**src/rtl/pe_group_ctrl_if.sv**
```systemverilog
`default_nettype none
// ============================================================================
// Module : pe_group_ctrl_if
// Brief  : Control/handshake bundle between a PE-group sequencer and its group.
// Rev    : 1.0
// ============================================================================
interface pe_group_ctrl_if #(
  parameter int ADDR_W  = 10,
  parameter int WADDR_W = 3
);
  logic               start;
  logic [3:0]         layer_in;
  logic               wb_en;
  logic               FinishWB;
  logic [2:0]         Process;
  logic               FinishFlag;
  logic [3:0]         layer;
  logic [ADDR_W-1:0]  ifmap_addr;
  logic [WADDR_W-1:0] weight_addr;
  logic               wb_commit;
  logic [ADDR_W-1:0]  wb_addr;
  logic               busy;
  logic               done;

  modport master (
    output start, layer_in, wb_en, FinishWB,
    input  Process, FinishFlag, layer, ifmap_addr, weight_addr,
           wb_commit, wb_addr, busy, done
  );

  modport slave (
    input  start, layer_in, wb_en, FinishWB,
    output Process, FinishFlag, layer, ifmap_addr, weight_addr,
           wb_commit, wb_addr, busy, done
  );
endinterface
`default_nettype wire

```
**src/rtl/pe_group_ctrl.sv**
```systemverilog
`default_nettype none
// ============================================================================
// Module : pe_group_ctrl
// Brief  : Walks every KxK window of an ifmap issuing one kernel row per cycle,
//          then drains the PE-group pipeline and numbers its write-backs.
// Rev    : 1.0
// ============================================================================
module pe_group_ctrl #(
  parameter int IMG_W    = 28,
  parameter int IMG_H    = 28,
  parameter int K        = 5,
  parameter int ADDR_W   = 10,
  parameter int WADDR_W  = 3,
  parameter int PIPE_LAT = 3
) (
  input  logic             clk,
  input  logic             rst,
  pe_group_ctrl_if.slave   bus
);

  localparam int C_OW    = IMG_W - K + 1;
  localparam int C_OH    = IMG_H - K + 1;
  localparam int C_N     = C_OW * C_OH * K;
  localparam int C_R_W   = (K > 1)        ? $clog2(K)          : 1;
  localparam int C_OX_W  = (C_OW > 1)     ? $clog2(C_OW)       : 1;
  localparam int C_OY_W  = (C_OH > 1)     ? $clog2(C_OH)       : 1;
  localparam int C_DR_W  = (PIPE_LAT > 0) ? $clog2(PIPE_LAT+1) : 1;
  localparam int C_CNT_W = $clog2(C_N + 1);

  localparam logic [2:0] C_P_IDLE  = 3'b000;
  localparam logic [2:0] C_P_START = 3'b001;
  localparam logic [2:0] C_P_DRAIN = 3'b010;

  typedef enum logic [1:0] {
    S_IDLE  = 2'd0,
    S_RUN   = 2'd1,
    S_DRAIN = 2'd2,
    S_DONE  = 2'd3
  } state_t;

  state_t              r_state;
  logic [C_R_W-1:0]    r_r;
  logic [C_OX_W-1:0]   r_ox;
  logic [C_OY_W-1:0]   r_oy;
  logic [C_DR_W-1:0]   r_drain;
  logic [C_CNT_W-1:0]  r_wb_cnt;
  logic [2:0]          r_process;
  logic                r_finish_flag;
  logic [3:0]          r_layer;
  logic [ADDR_W-1:0]   r_ifmap_addr;
  logic [WADDR_W-1:0]  r_weight_addr;
  logic                r_busy;
  logic                r_done;

  logic                w_r_last;
  logic                w_ox_last;
  logic                w_oy_last;
  logic                w_last_issue;
  logic [C_R_W-1:0]    w_r_nxt;
  logic [C_OX_W-1:0]   w_ox_nxt;
  logic [C_OY_W-1:0]   w_oy_nxt;
  logic [ADDR_W-1:0]   w_addr_nxt;
  logic                w_accept;
  logic                w_commit;

  assign w_r_last     = (r_r  == C_R_W'(K - 1));
  assign w_ox_last    = (r_ox == C_OX_W'(C_OW - 1));
  assign w_oy_last    = (r_oy == C_OY_W'(C_OH - 1));
  assign w_last_issue = w_r_last && w_ox_last && w_oy_last;
  assign w_accept     = (r_state == S_IDLE) && bus.start;

  // Kernel row is innermost, then output column, then output row.
  always_comb begin
    w_r_nxt  = r_r + 1'b1;
    w_ox_nxt = r_ox;
    w_oy_nxt = r_oy;
    if (w_r_last) begin
      w_r_nxt = '0;
      if (w_ox_last) begin
        w_ox_nxt = '0;
        w_oy_nxt = r_oy + 1'b1;
      end else begin
        w_ox_nxt = r_ox + 1'b1;
      end
    end
  end

  assign w_addr_nxt = (ADDR_W'(w_oy_nxt) + ADDR_W'(w_r_nxt)) * ADDR_W'(IMG_W)
                      + ADDR_W'(w_ox_nxt);

  always_ff @(posedge clk or negedge rst) begin
    if (!rst) begin
      r_state       <= S_IDLE;
      r_r           <= '0;
      r_ox          <= '0;
      r_oy          <= '0;
      r_drain       <= '0;
      r_process     <= C_P_IDLE;
      r_finish_flag <= 1'b0;
      r_layer       <= '0;
      r_ifmap_addr  <= '0;
      r_weight_addr <= '0;
      r_busy        <= 1'b0;
      r_done        <= 1'b0;
    end else begin
      case (r_state)
        S_IDLE: begin
          r_done <= 1'b0;
          if (bus.start) begin
            r_state       <= S_RUN;
            r_layer       <= bus.layer_in;
            r_r           <= '0;
            r_ox          <= '0;
            r_oy          <= '0;
            r_process     <= C_P_START;
            r_busy        <= 1'b1;
            r_ifmap_addr  <= '0;
            r_weight_addr <= '0;
          end
        end
        S_RUN: begin
          if (w_last_issue) begin
            r_state       <= S_DRAIN;
            r_process     <= C_P_DRAIN;
            r_finish_flag <= 1'b1;
            r_drain       <= '0;
          end else begin
            r_r           <= w_r_nxt;
            r_ox          <= w_ox_nxt;
            r_oy          <= w_oy_nxt;
            r_ifmap_addr  <= w_addr_nxt;
            r_weight_addr <= WADDR_W'(w_r_nxt);
          end
        end
        S_DRAIN: begin
          // Drain index 0..PIPE_LAT gives PIPE_LAT+1 drain cycles.
          if (r_drain == C_DR_W'(PIPE_LAT)) begin
            r_state       <= S_DONE;
            r_process     <= C_P_IDLE;
            r_finish_flag <= 1'b0;
            r_done        <= 1'b1;
          end else begin
            r_drain <= r_drain + 1'b1;
          end
        end
        S_DONE: begin
          r_state <= S_IDLE;
          r_done  <= 1'b0;
          r_busy  <= 1'b0;
        end
        default: begin
          r_state <= S_IDLE;
        end
      endcase
    end
  end

  // Results past the N-th are drain garbage and never commit.
  assign w_commit = r_busy && bus.wb_en && (r_wb_cnt < C_CNT_W'(C_N));

  always_ff @(posedge clk or negedge rst) begin
    if (!rst) begin
      r_wb_cnt <= '0;
    end else if (w_accept) begin
      r_wb_cnt <= '0;
    end else if (w_commit) begin
      r_wb_cnt <= r_wb_cnt + 1'b1;
    end
  end

  assign bus.Process     = r_process;
  assign bus.FinishFlag  = r_finish_flag;
  assign bus.layer       = r_layer;
  assign bus.ifmap_addr  = r_ifmap_addr;
  assign bus.weight_addr = r_weight_addr;
  assign bus.wb_commit   = w_commit;
  assign bus.wb_addr     = ADDR_W'(r_wb_cnt);
  assign bus.busy        = r_busy;
  assign bus.done        = r_done;

`ifndef SYNTHESIS
  a_finish_wb_by_done: assert property (
    @(posedge clk) disable iff (!rst) (r_state == S_DONE) |-> bus.FinishWB
  );
`endif

endmodule
`default_nettype wire

```
**src/flat_wrapper.sv**
```systemverilog
// flat-port wrapper written by rule: the top's interface ports become plain ports
module pe_group_ctrl_flat 
#(
  parameter int IMG_W    = 28,
  parameter int IMG_H    = 28,
  parameter int K        = 5,
  parameter int ADDR_W   = 10,
  parameter int WADDR_W  = 3,
  parameter int PIPE_LAT = 3
)
  (clk, rst, bus_start, bus_layer_in, bus_wb_en, bus_FinishWB, bus_Process, bus_FinishFlag, bus_layer, bus_ifmap_addr, bus_weight_addr, bus_wb_commit, bus_wb_addr, bus_busy, bus_done);
  pe_group_ctrl_if #(.ADDR_W(ADDR_W), .WADDR_W(WADDR_W)) bus_i ();
  input  logic clk;
  input  logic rst;
  input wire logic [$bits(bus_i.start)-1:0] bus_start;
  input wire logic [$bits(bus_i.layer_in)-1:0] bus_layer_in;
  input wire logic [$bits(bus_i.wb_en)-1:0] bus_wb_en;
  input wire logic [$bits(bus_i.FinishWB)-1:0] bus_FinishWB;
  output wire logic [$bits(bus_i.Process)-1:0] bus_Process;
  output wire logic [$bits(bus_i.FinishFlag)-1:0] bus_FinishFlag;
  output wire logic [$bits(bus_i.layer)-1:0] bus_layer;
  output wire logic [$bits(bus_i.ifmap_addr)-1:0] bus_ifmap_addr;
  output wire logic [$bits(bus_i.weight_addr)-1:0] bus_weight_addr;
  output wire logic [$bits(bus_i.wb_commit)-1:0] bus_wb_commit;
  output wire logic [$bits(bus_i.wb_addr)-1:0] bus_wb_addr;
  output wire logic [$bits(bus_i.busy)-1:0] bus_busy;
  output wire logic [$bits(bus_i.done)-1:0] bus_done;
  assign bus_i.start = bus_start;
  assign bus_i.layer_in = bus_layer_in;
  assign bus_i.wb_en = bus_wb_en;
  assign bus_i.FinishWB = bus_FinishWB;
  assign bus_Process = bus_i.Process;
  assign bus_FinishFlag = bus_i.FinishFlag;
  assign bus_layer = bus_i.layer;
  assign bus_ifmap_addr = bus_i.ifmap_addr;
  assign bus_weight_addr = bus_i.weight_addr;
  assign bus_wb_commit = bus_i.wb_commit;
  assign bus_wb_addr = bus_i.wb_addr;
  assign bus_busy = bus_i.busy;
  assign bus_done = bus_i.done;
  pe_group_ctrl #(.IMG_W(IMG_W), .IMG_H(IMG_H), .K(K), .ADDR_W(ADDR_W), .WADDR_W(WADDR_W), .PIPE_LAT(PIPE_LAT)) u_core (.clk(clk), .rst(rst), .bus(bus_i));
endmodule
```
**config.mk**
```make
export PLATFORM = sky130hd
export DESIGN_NAME = pe_group_ctrl_flat
export DESIGN_NICKNAME = d
export VERILOG_FILES = /design/src/rtl/pe_group_ctrl_if.sv /design/src/rtl/pe_group_ctrl.sv /design/src/flat_wrapper.sv
export SDC_FILE = /design/constraint.sdc
export NUM_CORES = 1
export LEC_CHECK = 0
export BUFFER_PORTS_ARGS = -buffer_cell sky130_fd_sc_hd__buf_2
export CORE_MARGIN = 2
export CORE_UTILIZATION = 55
export DETAILED_ROUTE_END_ITERATION = 10
export PLACE_DENSITY = 0.79
export SETUP_SLACK_MARGIN = 0.4
export SKIP_CTS_REPAIR_TIMING = 1
export SYNTH_ARGS = -nofsm -noshare
export SYNTH_HDL_FRONTEND = slang
export SYNTH_SLANG_ARGS = --single-unit
```
**constraint.sdc**
```tcl
create_clock -name clk -period 8.21 [get_ports clk]
set_input_delay 1.642 -clock clk [delete_from_list [all_inputs] [get_ports clk]]
set_output_delay 1.642 -clock clk [all_outputs]
set_load 0.02 [all_outputs]
```
==> summary.md <==
| Metric | Value |
|---|---|
| FF+latch count, synth | `46` |
| Worst Max-Slew Pin Slew | `approximately 1.0 ns` |
| Max-slew headroom | `0.304` |
| # diodes | `0` |
| Main area contributors after synthesis | `dfrtp_1, ha_1, nand2_1` |
| Crit path kind | `flop to flop` |
| Hold-critical path depth | `2` |
| GP Congestion | `between 0.8 and 0.9` |
| Total wire length after detailed routing | `6390 microns` |
| CP Cell Sequence | `inv_1, ha_1, nand2_1, nor2_2, mux2_2, fa_1, xor2_1, fa_1, ha_1, fa_1, xor2_1, o211ai_1, nor4b_1, xnor3_1, a22o_1` |
| Crit path buf inv count | `1` |
| Worst skew pair latency | `between 0.3 and 0.4 ns` |
| Global Route Usage Sum | `0.223` |
| Fill count | `between 500 and 600` |
| Area of the multi-input gates | `approximately 1900 sq um` |
| Worst vdd ir | `approximately 0.00010 V` |
| Slew Viols, Final | `0` |
| Syn nets | `377` |
| Fin util | `0.618` |
| Total internal power | `roughly 330 uW` |
| Detail Placement HPWL | `~4600 microns` |
| Commonest non-fill, non-tap cell in the layout | `dfrtp_1` |
| Drt wl/cell | `between 10 and 15 microns` |
| EDFF count, synth | `0` |
| Post-Syn Instances | `about 340` |
| DR pass1 iterations | `4` |
| First-pass GRT wire length | `roughly 11000 microns` |
| Largest net degree at the start of global routing | `47` |
| Mapped cell area | `3230 sq um` |
| Row count | `27` |
| Most frequent cells in the layout | `dfrtp_1, nand2_1, buf_2, ha_1, nor2_1` |
| Crit-path slowest cell | `fa_1` |
| Max_cap viols | `0` |
| CTS Sinks | `46` |
| CTS buffer count | `5` |
| Smallest hold slack | `0.484 ns` |
| Clock-pin slew on the worst setup and hold paths | `0.09 ns` |
| Core Box Area | `5570 sq um` |
| DRT iter0 DRCs | `~150` |
| Worst Setup End Kind | `flop` |
| Clock Tree Root | `clkbuf_8` |
| ANT nets after route | `0` |
| DRC | `0` |
| Post-layout min period | `about 5.4 ns` |
| GR Overflow Total | `0` |
| Achievable clock frequency | `between 0.15 and 0.2 GHz` |
| Area post-placement | `approximately 3400 sq um` |
| Initial antenna violation count | `0` |
| Netlist cell types | `56` |
| Die ar. | `roughly 6500 sq um` |
| Clock Path Buffers | `2` |
| Top-Level Pins | `43` |
| P_leak | `~0.0018 uW` |
| Hold WC Path Type | `flop to flop` |
| Sw frac | `0.311` |
| Top cell type's share of synthesized area | `0.356` |
| Critical Path Fanout Max | `10` |
| NetSw | `between 100 and 150 uW` |
| Status | `complete, no violations` |
| Die X-Extent | `around 80 microns` |
| Initial core utilization | `0.580` |
| Vias | `2475` |
| Syn. warnings | `0` |
| H-tree Lvls | `2` |
| Part of the Yosys area used for sequential elements | `0.356` |
| Flop pwr share | `0.537` |
| Final instance area | `roughly 3400 sq um` |
| Pwr Density | `approximately 140 nW/um^2` |
| Worst EP arrival | `between 5 and 6 ns` |
| Final Hold Violating Endpoints | `0` |
| Clock power share | `0.305` |
| Setup-failing EPs final | `0` |
| Critical path depth | `15` |
| Cells on worst reg2reg path | `15` |
| Yosys top cell by area | `dfrtp_1` |
| Combinational Power Share | `0.159` |
| PortBufs | `40` |
| Final Cycle Share | `0.657` |
| Reg area | `1150 sq um` |
| Synthesized area per cell | `9.59 sq um` |
| Layout net count | `400` |
| Clock skew | `approximately 0.0075 ns` |
| Synth-to-layout area growth | `6.66%` |
| Vias in the first global route | `around 2400` |
| Required time of the critical path | `around 8.4 ns` |
| CTS tree | `built` |
| Top_reg_cell synth | `dfrtp_1` |
| Vias/cell | `around 5.7` |
| Layout cells sized above 1 | `0.177` |
| Die extent in y | `approximately 81 microns` |
| RSZ-0062 raised after global routing | `false` |
| Most common cell on crit path | `fa_1` |
| Top delay family on crit path | `adder cells` |
| Total negative slack | `0 ns` |
| Post-synth ARST share | `1.00` |
| Worst path max stage delay | `around 0.53 ns` |
| Startpoint Class | `flop` |
## sequential cells by signal (all words and copies together) (netlist names)
register and flops:
u_core.bus.FinishFlag 1, u_core.bus.Process 2, u_core.bus.busy 1, u_core.bus.done 1, u_core.bus.ifmap_addr 10, u_core.bus.layer 4, u_core.r_drain 2, u_core.r_ox 3
u_core.r_oy 5, u_core.r_r 3, u_core.r_state 2, u_core.r_wb_cnt 12
## metal layers
layer	GRT usage	vias up	wire length, microns
met4	0.0644	0	101
met1	0.291	1194	3090
met3	0.0494	10	224
met2	0.373	43	2980
met5	0	-	0
li1	-	1228	-
## path summary, 6_finish.rpt
kind	startpoint	to	slack [ns]
setup / recovery	u_core.r_r[0]	u_core.bus.ifmap_addr[9]	2.82
hold / removal	u_core.bus.ifmap_addr[4]	u_core.bus.ifmap_addr[4]	0.48
setup reg to reg	u_core.r_r[0]	u_core.bus.ifmap_addr[9]	2.82
hold reg to reg	u_core.bus.ifmap_addr[4]	u_core.bus.ifmap_addr[4]	0.48
max in group asynchronous	rst	u_core.bus.ifmap_addr[5]	6.06
min in group asynchronous	rst	u_core.r_wb_cnt[0]	1.49
## cells in the mapped netlist, types with 3 or more instances
master / instances
xnor2_1: 18
nand2b_1: 4
nor2_1: 24
a21oi_1: 7
buf_6: 3
ha_1: 27
nand4_1: 3
buf_2: 3
o31ai_1: 4
inv_1: 10
nor3_1: 3
dfrtp_1: 46
o21ai_0: 23
xor2_1: 7
nor3b_1: 3
nand2_1: 43
buf_4: 13
fa_1: 4
mux2i_1: 4
nor4b_1: 6
and2_1: 3
clkbuf_1: 5
a22o_1: 7
mux2_2: 8
nand3_1: 10
a21o_1: 8
and3_1: 5
## logic make-up after synthesis
kind of cell,Yosys count,share of synthesized area
flip-flops,46,0.356
AO/OA/AOI/OAI,72,0.154
AND/OR/NAND/NOR,115,0.181
adder cells (fa/ha/maj),31,0.129
other,1,0.00116
multiplexers,12,0.0403
XOR/XNOR,26,0.0747
buffers and inverters,34,0.0627
## worst register-to-register path, stage by stage, from the launching register on
cell	delay, ns
dfrtp_1	0.43
inv_1	0.08
ha_1	0.17
nand2_1	0.23
nor2_2	0.42
mux2_2	0.43
fa_1	0.47
xor2_1	0.50
fa_1	0.53
ha_1	0.23
fa_1	0.41
xor2_1	0.27
o211ai_1	0.21
nor4b_1	0.40
xnor3_1	0.27
a22o_1	0.23
## power groups by stage
stage	logic [uW]	registers, uW	clock network [uW]
after floorplan	73.0	259	0
after global placement	76.7	261	0
after detailed placement	77.3	262	0
after CTS	77.6	257	149
after global routing	85.4	260	157
final	76.2	258	146
## area by class of cell
type                            count  area share
Clock buffer                        5      0.0200
Timing Repair Buffer               40      0.0581
Clock inverter                      3     0.00617
Tap cell                           72      0.0261
Inverter                           10      0.0109
Sequential cell                    46       0.334
Multi-Input combinational cell    257       0.545
## stage by stage
step / setup WS [ns] / instances / total power (uW)
CTS: 2.84 / 433 / 484
floorplan: 3.37 / 337 / 332
finish: 2.82 / 433 / 481
global route: 2.47 / 433 / 503
global placement: 3.01 / 425 / 337
detailed placement: 2.87 / 425 / 339
Note: power is estimated with default switching activity, not from simulation.
